===== config.mk =====
export PLATFORM = sky130hd
export DESIGN_NAME = key_dispatcher
export DESIGN_NICKNAME = d
export VERILOG_FILES = /design/src/rtl/rc4_pkg.sv /design/src/rtl/key_dispatcher_arbiter.sv /design/src/rtl/key_dispatcher.sv
export SDC_FILE = /design/constraint.sdc
export NUM_CORES = 1
export LEC_CHECK = 0
export ABC_AREA = 1
export CELL_PAD_IN_SITES_DETAIL_PLACEMENT = 1
export CELL_PAD_IN_SITES_GLOBAL_PLACEMENT = 2
export CORE_ASPECT_RATIO = 0.6
export CORE_MARGIN = 2
export CORE_UTILIZATION = 38
export DETAILED_ROUTE_END_ITERATION = 6
export GPL_TIMING_DRIVEN = 0
export PLACE_DENSITY = 0.88
export SYNTH_ARGS = -nofsm -noshare
export SYNTH_HDL_FRONTEND = slang
export SYNTH_HIERARCHICAL = 1
export SYNTH_SLANG_ARGS = --single-unit
export TNS_END_PERCENT = 50

===== constraint.sdc =====
create_clock -name clk -period 8.7 [get_ports clk]
set_input_delay 0.87 -clock clk [delete_from_list [all_inputs] [get_ports clk]]
set_output_delay 0.87 -clock clk [all_outputs]
set_load 0.01 [all_outputs]

===== src/rtl/rc4_pkg.sv =====
// Shared types and defaults for the RC4 key-search dispatcher and its arbiter.
package rc4_pkg;

  localparam int KEY_W_DEFAULT = 24;
  localparam logic [KEY_W_DEFAULT-1:0] KEY_MAX_DEFAULT = 24'h3FFFFF;

  typedef logic [KEY_W_DEFAULT-1:0] key_t;

  typedef enum logic [2:0] {
    IDLE,
    DISPATCH,
    DRAIN,
    FOUND,
    EXHAUSTED
  } dispatch_state_t;

endpackage


===== src/rtl/key_dispatcher_arbiter.sv =====
// Round-robin arbiter: priority starts at the index after the last winner,
// and the pointer only moves when the caller actually consumes the grant.
module rr_arbiter #(
  parameter int N = 4
) (
  input  logic         clk,
  input  logic         reset,
  input  logic [N-1:0] req,
  input  logic         advance,
  output logic [N-1:0] gnt
);

  localparam int PTR_W = (N > 1) ? $clog2(N) : 1;

  logic [PTR_W-1:0] ptr_q;
  logic [PTR_W-1:0] ptr_d;
  logic             hit;
  int               idx;
  int               winner;

  // Scan offsets from the pointer; comparing against constant indices keeps
  // every select static regardless of N.
  always_comb begin
    gnt    = '0;
    hit    = 1'b0;
    idx    = 0;
    winner = 0;
    for (int k = 0; k < N; k++) begin
      idx = int'(ptr_q) + k;
      if (idx >= N) idx = idx - N;
      for (int i = 0; i < N; i++) begin
        if (!hit && (i == idx) && req[i]) begin
          gnt[i] = 1'b1;
          hit    = 1'b1;
          winner = i;
        end
      end
    end
    ptr_d = ptr_q;
    if (hit) ptr_d = (winner + 1 >= N) ? '0 : PTR_W'(winner + 1);
  end

  always_ff @(posedge clk) begin
    if (reset) begin
      ptr_q <= '0;
    end else if (advance) begin
      ptr_q <= ptr_d;
    end
  end

endmodule


===== src/rtl/key_dispatcher.sv =====
// Hands RC4 key candidates to decrypt cores, tracks results and stops on success.
// Define KEY_DISPATCHER_STATS_EN to add the keys_tested counter output.
module key_dispatcher
  import rc4_pkg::*;
#(
  parameter int               CORES   = 4,
  parameter int               KEY_W   = KEY_W_DEFAULT,
  parameter logic [KEY_W-1:0] KEY_MAX = KEY_MAX_DEFAULT
) (
  input  logic             clk,
  input  logic             reset,
  input  logic             start,
  input  logic [CORES-1:0] key_req,
  output logic [CORES-1:0] key_gnt,
  output logic [KEY_W-1:0] key_out,
  input  logic [CORES-1:0] core_done,
  input  logic [CORES-1:0] core_found,
  output logic             abort,
  output logic             found,
  output logic             fail,
  output logic [KEY_W-1:0] found_key,
  output logic             busy
`ifdef KEY_DISPATCHER_STATS_EN
  ,
  output logic [KEY_W:0]   keys_tested
`endif
);

  dispatch_state_t  state_q;
  logic [CORES-1:0] outstanding_q;
  logic [CORES-1:0] keyGnt_q;
  logic [KEY_W-1:0] nextKey_q;
  logic [KEY_W-1:0] keyOut_q;
  logic [KEY_W-1:0] foundKey_q;
  logic [KEY_W-1:0] assigned_q [CORES];
  logic             abort_q;
  logic             found_q;
  logic             fail_q;
  logic             busy_q;

  logic [CORES-1:0] eligible;
  logic [CORES-1:0] arbGnt;
  logic [CORES-1:0] doneAcc;
  logic [CORES-1:0] successVec;
  logic [CORES-1:0] outstandingCleared;
  logic [KEY_W-1:0] winKey;
  logic             inSearch;
  logic             anySuccess;
  logic             issueGrant;

  // Success outranks both a same-cycle grant and the drain-complete exit;
  // scanning downwards leaves the lowest reporting core's key in winKey.
  always_comb begin
    inSearch           = (state_q == DISPATCH) || (state_q == DRAIN);
    eligible           = key_req & ~outstanding_q;
    doneAcc            = core_done & outstanding_q;
    successVec         = doneAcc & core_found;
    outstandingCleared = outstanding_q & ~doneAcc;
    anySuccess         = inSearch && (|successVec);
    issueGrant         = (state_q == DISPATCH) && (|eligible) && !anySuccess;
    winKey             = '0;
    for (int i = CORES - 1; i >= 0; i--) begin
      if (successVec[i]) winKey = assigned_q[i];
    end
  end

  rr_arbiter #(
    .N(CORES)
  ) u_arb (
    .clk    (clk),
    .reset  (reset),
    .req    (eligible),
    .advance(issueGrant),
    .gnt    (arbGnt)
  );

`ifdef KEY_DISPATCHER_STATS_EN
  logic [KEY_W:0] keysTested_q;
  logic [KEY_W:0] doneCount;

  always_comb begin
    doneCount = '0;
    for (int i = 0; i < CORES; i++) begin
      doneCount = doneCount + (KEY_W + 1)'(doneAcc[i]);
    end
  end

  always_ff @(posedge clk) begin
    if (reset) begin
      keysTested_q <= '0;
    end else if ((state_q == IDLE || state_q == FOUND || state_q == EXHAUSTED) && start) begin
      keysTested_q <= '0;
    end else if (inSearch) begin
      keysTested_q <= keysTested_q + doneCount;
    end
  end

  assign keys_tested = keysTested_q;
`endif

  always_ff @(posedge clk) begin
    if (reset) begin
      state_q       <= IDLE;
      outstanding_q <= '0;
      keyGnt_q      <= '0;
      nextKey_q     <= '0;
      keyOut_q      <= '0;
      foundKey_q    <= '0;
      abort_q       <= 1'b0;
      found_q       <= 1'b0;
      fail_q        <= 1'b0;
      busy_q        <= 1'b0;
      for (int i = 0; i < CORES; i++) assigned_q[i] <= '0;
    end else begin
      keyGnt_q <= '0;
      case (state_q)
        IDLE, FOUND, EXHAUSTED: begin
          if (start) begin
            state_q       <= DISPATCH;
            nextKey_q     <= '0;
            outstanding_q <= '0;
            abort_q       <= 1'b0;
            found_q       <= 1'b0;
            fail_q        <= 1'b0;
            foundKey_q    <= '0;
            busy_q        <= 1'b1;
          end
        end
        DISPATCH, DRAIN: begin
          outstanding_q <= outstandingCleared;
          if (anySuccess) begin
            state_q    <= FOUND;
            found_q    <= 1'b1;
            abort_q    <= 1'b1;
            busy_q     <= 1'b0;
            foundKey_q <= winKey;
          end else if (issueGrant) begin
            keyGnt_q      <= arbGnt;
            keyOut_q      <= nextKey_q;
            outstanding_q <= outstandingCleared | arbGnt;
            for (int i = 0; i < CORES; i++) begin
              if (arbGnt[i]) assigned_q[i] <= nextKey_q;
            end
            // The last candidate parks the counter instead of wrapping.
            if (nextKey_q == KEY_MAX) begin
              state_q <= DRAIN;
            end else begin
              nextKey_q <= nextKey_q + 1'b1;
            end
          end else if ((state_q == DRAIN) && (outstandingCleared == '0)) begin
            state_q <= EXHAUSTED;
            fail_q  <= 1'b1;
            abort_q <= 1'b1;
            busy_q  <= 1'b0;
          end
        end
        default: state_q <= IDLE;
      endcase
    end
  end

  assign key_gnt   = keyGnt_q;
  assign key_out   = keyOut_q;
  assign abort     = abort_q;
  assign found     = found_q;
  assign fail      = fail_q;
  assign found_key = foundKey_q;
  assign busy      = busy_q;

endmodule


==> impl_metrics.ini <==
[route]
viasPerCell = 5.288
vias = 7536
first_pass_iters = 5
avgRoutedWirePerCell_um = 20.76
ant_nets = 0
wl_um = 29580
drt_iter0_drc = 756
drc = 0

[setup_path]
r2r_slack_ns = 5.05
cp.required_ns = 8.76
worstPathMaxFanout = 24
endpoint_kind = flip-flop
path_buf_inv = 4
slowest_delay_ns = 0.93
path_class = input port to flip-flop
start_kind = input port
crit_slowest_cell = nand2_1
path_cells = clkdlybuf4s50_1, nand2_1, inv_1, nand3_4, nand2_4, nor2_4, nand4_4, nor2_4, nand4_4, nor3_4, nand4_1, nand3_1, inv_1, nor2_1, inv_1, nand2_1
path_delay_family = simple AND/OR/NAND/NOR gates
arrival_ns = 4.12
cpMostUsedCell = inv_1

[final_layout]
layout.nets = 1121
area_growth_pct = 20.43
drive_gt1_share_pct = 8.774
antenna_cells = 0

[timing]
worst_pin_slew_ns = 1.272
hold_viol_final = 0
rsz0062_at_grt = no
finalCritPeriodShare_pct = 46.69
finalSetupViolCount = 0
fmaxAchievable_ghz = 0.2462
tns_ns = 0
slew_headroom_pct = 14.99
slew_viol_final = 0
fin_crit_ns = 4.062
fin_worst_skew_ns = 0.01271

[flow_run]
max_cap_violations = 0

[synthesis]
syn_inst = 1014
syn_area_per_cell_um2 = 8.472
synth_cell_types = 34
synth_fp_nets = 1031
synthFlopType = edfxtp_1
async_reset_ff_share_pct = 0
syn-cell-area_um2 = 8591
seq_area_frac_synth_pct = 54.30
synth_seq_cells = 185
synth_edf_count = 96
yosys_warnings = 6

[cts]
ctsRootBufferMaster = clkbuf_16
h-tree-depth = 4
cts_buffers = 17
cts_tree = built
postCtsResizedCells = 0
cts_sinks = 185
ctsHoldBuffers = 0
clk_pin_slew_ns = 0.07
post-cts-setup-buffers = 0
clk_latency_ns = 0.46
cts_buffer_depth = 2

[global_route]
grt_max_degree = 25
met3_usage_pct = 6.304
grt.met1_usage_pct = 38.90
overflow = 0
grt_pass1_vias = 7585
met2_usage_pct = 36.62
grt_pass1_wl_um = 45440
grtUsageTotal_pct = 25.97
busiest_layer = met1
antenna_found_initial = 0

[worst_hold_path]
min_path_type = flip-flop to flip-flop

[power_and_ir_drop]
power.leakage_uw = 0.003750
p_per_area_nw_per_um2 = 300.6
fin_total_pwr_uw = 3110
ir_worst_vdd_uv = 173.4

[placed_design]
routabilityCongestion = 0.9014
port_buffers = 70
hpwlAfterDp_um = 21650

[floorplanning]
dieHeight_um = 120.5
core_um2 = 22120
initial_core_util_pct = 38.83
ios = 71
die_w_um = 198.1
rows = 42
dieArea_um2 = 23870

[run_status]
status = finished clean
-- worst min-delay path, stage by stage (launching register included) --
cell	delay (ns)
dfxtp_1	0.31
nand2_1	0.06
a21oi_1	0.05
-- area by class of cell --
type                       instances  area, um^2
sequential                       185        4664
fill                            2614       11780
inverter                          91       341.6
clock buffer                      23       490.5
multi-input combinational        691        3376
tap                              308       385.4
buffer                            47       235.2
timing repair buffer              71       715.7
clock inverter                     9       137.6
-- routing by layer --
metal  part of all wire, %  vias to the layer above
met5                     0                        -
met4                   1.9                        0
met3                   6.8                       39
met2                    41                      197
met1                    51                     3744
li1                      -                     3556
-- flip-flops by register name (all words and copies together), names as in the netlist --
register	flops
key_out	24
u_arb/ptr_q	2
busy	1
found_key	24
assigned_q	96
found	1
abort	1
state_q	3
fail	1
key_gnt	4
nextKey_q	24
outstanding_q	4
-- through the flow --
stage | std cells | area (um^2) | util (%) | hold slack, ns | worst slack [ns]
6_report | 1425 | 10350 | 46.77 | 0.4644 | 4.638
5_1_grt | 1425 | 10350 | 46.77 | 0.4812 | 4.409
4_1_cts | 1425 | 10350 | 46.77 | 0.4675 | 4.692
3_5_place_dp | 1393 | 9718 | 43.93 | 0.4562 | 4.223
3_3_place_gp | 1392 | 9677 | 43.74 | 0.4507 | 2.369
2_1_floorplan | 1014 | 8591 | - | 0.4541 | 4.455
-- Yosys cell counts (5+ instances only) --
library cell / n / area share, %
nand2_1: 221 / 9.7
nor2_1: 173 / 7.6
edfxtp_1: 96 / 34
a21oi_1: 94 / 5.5
dfxtp_1: 89 / 21
inv_1: 81 / 3.5
nand3_1: 44 / 2.6
o21ai_0: 40 / 2.3
clkbuf_1: 25 / 1.1
o2111ai_1: 20 / 2.0
or3_1: 20 / 1.5
nand4_1: 16 / 1.2
nor3_1: 14 / 0.82
buf_2: 11 / 0.64
inv_2: 10 / 0.44
nand2_2: 8 / 0.58
nor2_4: 6 / 0.79
buf_6: 5 / 0.66
nand3_2: 5 / 0.58
-- logic make-up (layout without fill, tap and decap cells) --
group | after synthesis | in the layout | share of synthesized area (%)
flops | 185 | 185 | 54.30
fa+ha+maj | 2 | 2 | 0.2912
compound gates | 162 | 162 | 10.60
simple gates | 523 | 523 | 27.69
xor+xnor | 4 | 4 | 0.4078
buf+inv | 138 | 241 | 6.714
-- cell usage in the layout (no fill, tap or decap), drive strengths merged --
cell type        n
nor3            18
a211oi           4
clkbuf          48
clkdlybuf4s50   70
nand4           19
o21ai           40
a21oi           98
xor2             4
nand2          231
edfxtp          96
clkinv           2
buf             23
inv             92
clkinvlp         3
nor3b            1
ha               2
or3             20
dfxtp           89
o2111ai         20
nand3           52
bufinv           3
nor2           182
-- worst paths after layout --
check,from,to,depth (start not counted)
hold reg to reg,found_key[20],found_key[20],2
setup reg to reg,outstanding_q[1],assigned_q[3][15],16
hold / removal,found_key[20],found_key[20],2
setup / recovery,key_req[1],assigned_q[3][15],16
-- where the power goes --
part,leakage [uW],switching [uW],internal (uW)
Sequential,0.00172,84.4,1090
Combinational,0.00173,742,342
Clock,0.000296,365,489
Total,0.00375,1190,1920
No activity file was read; power rests on OpenSTA's default activity.
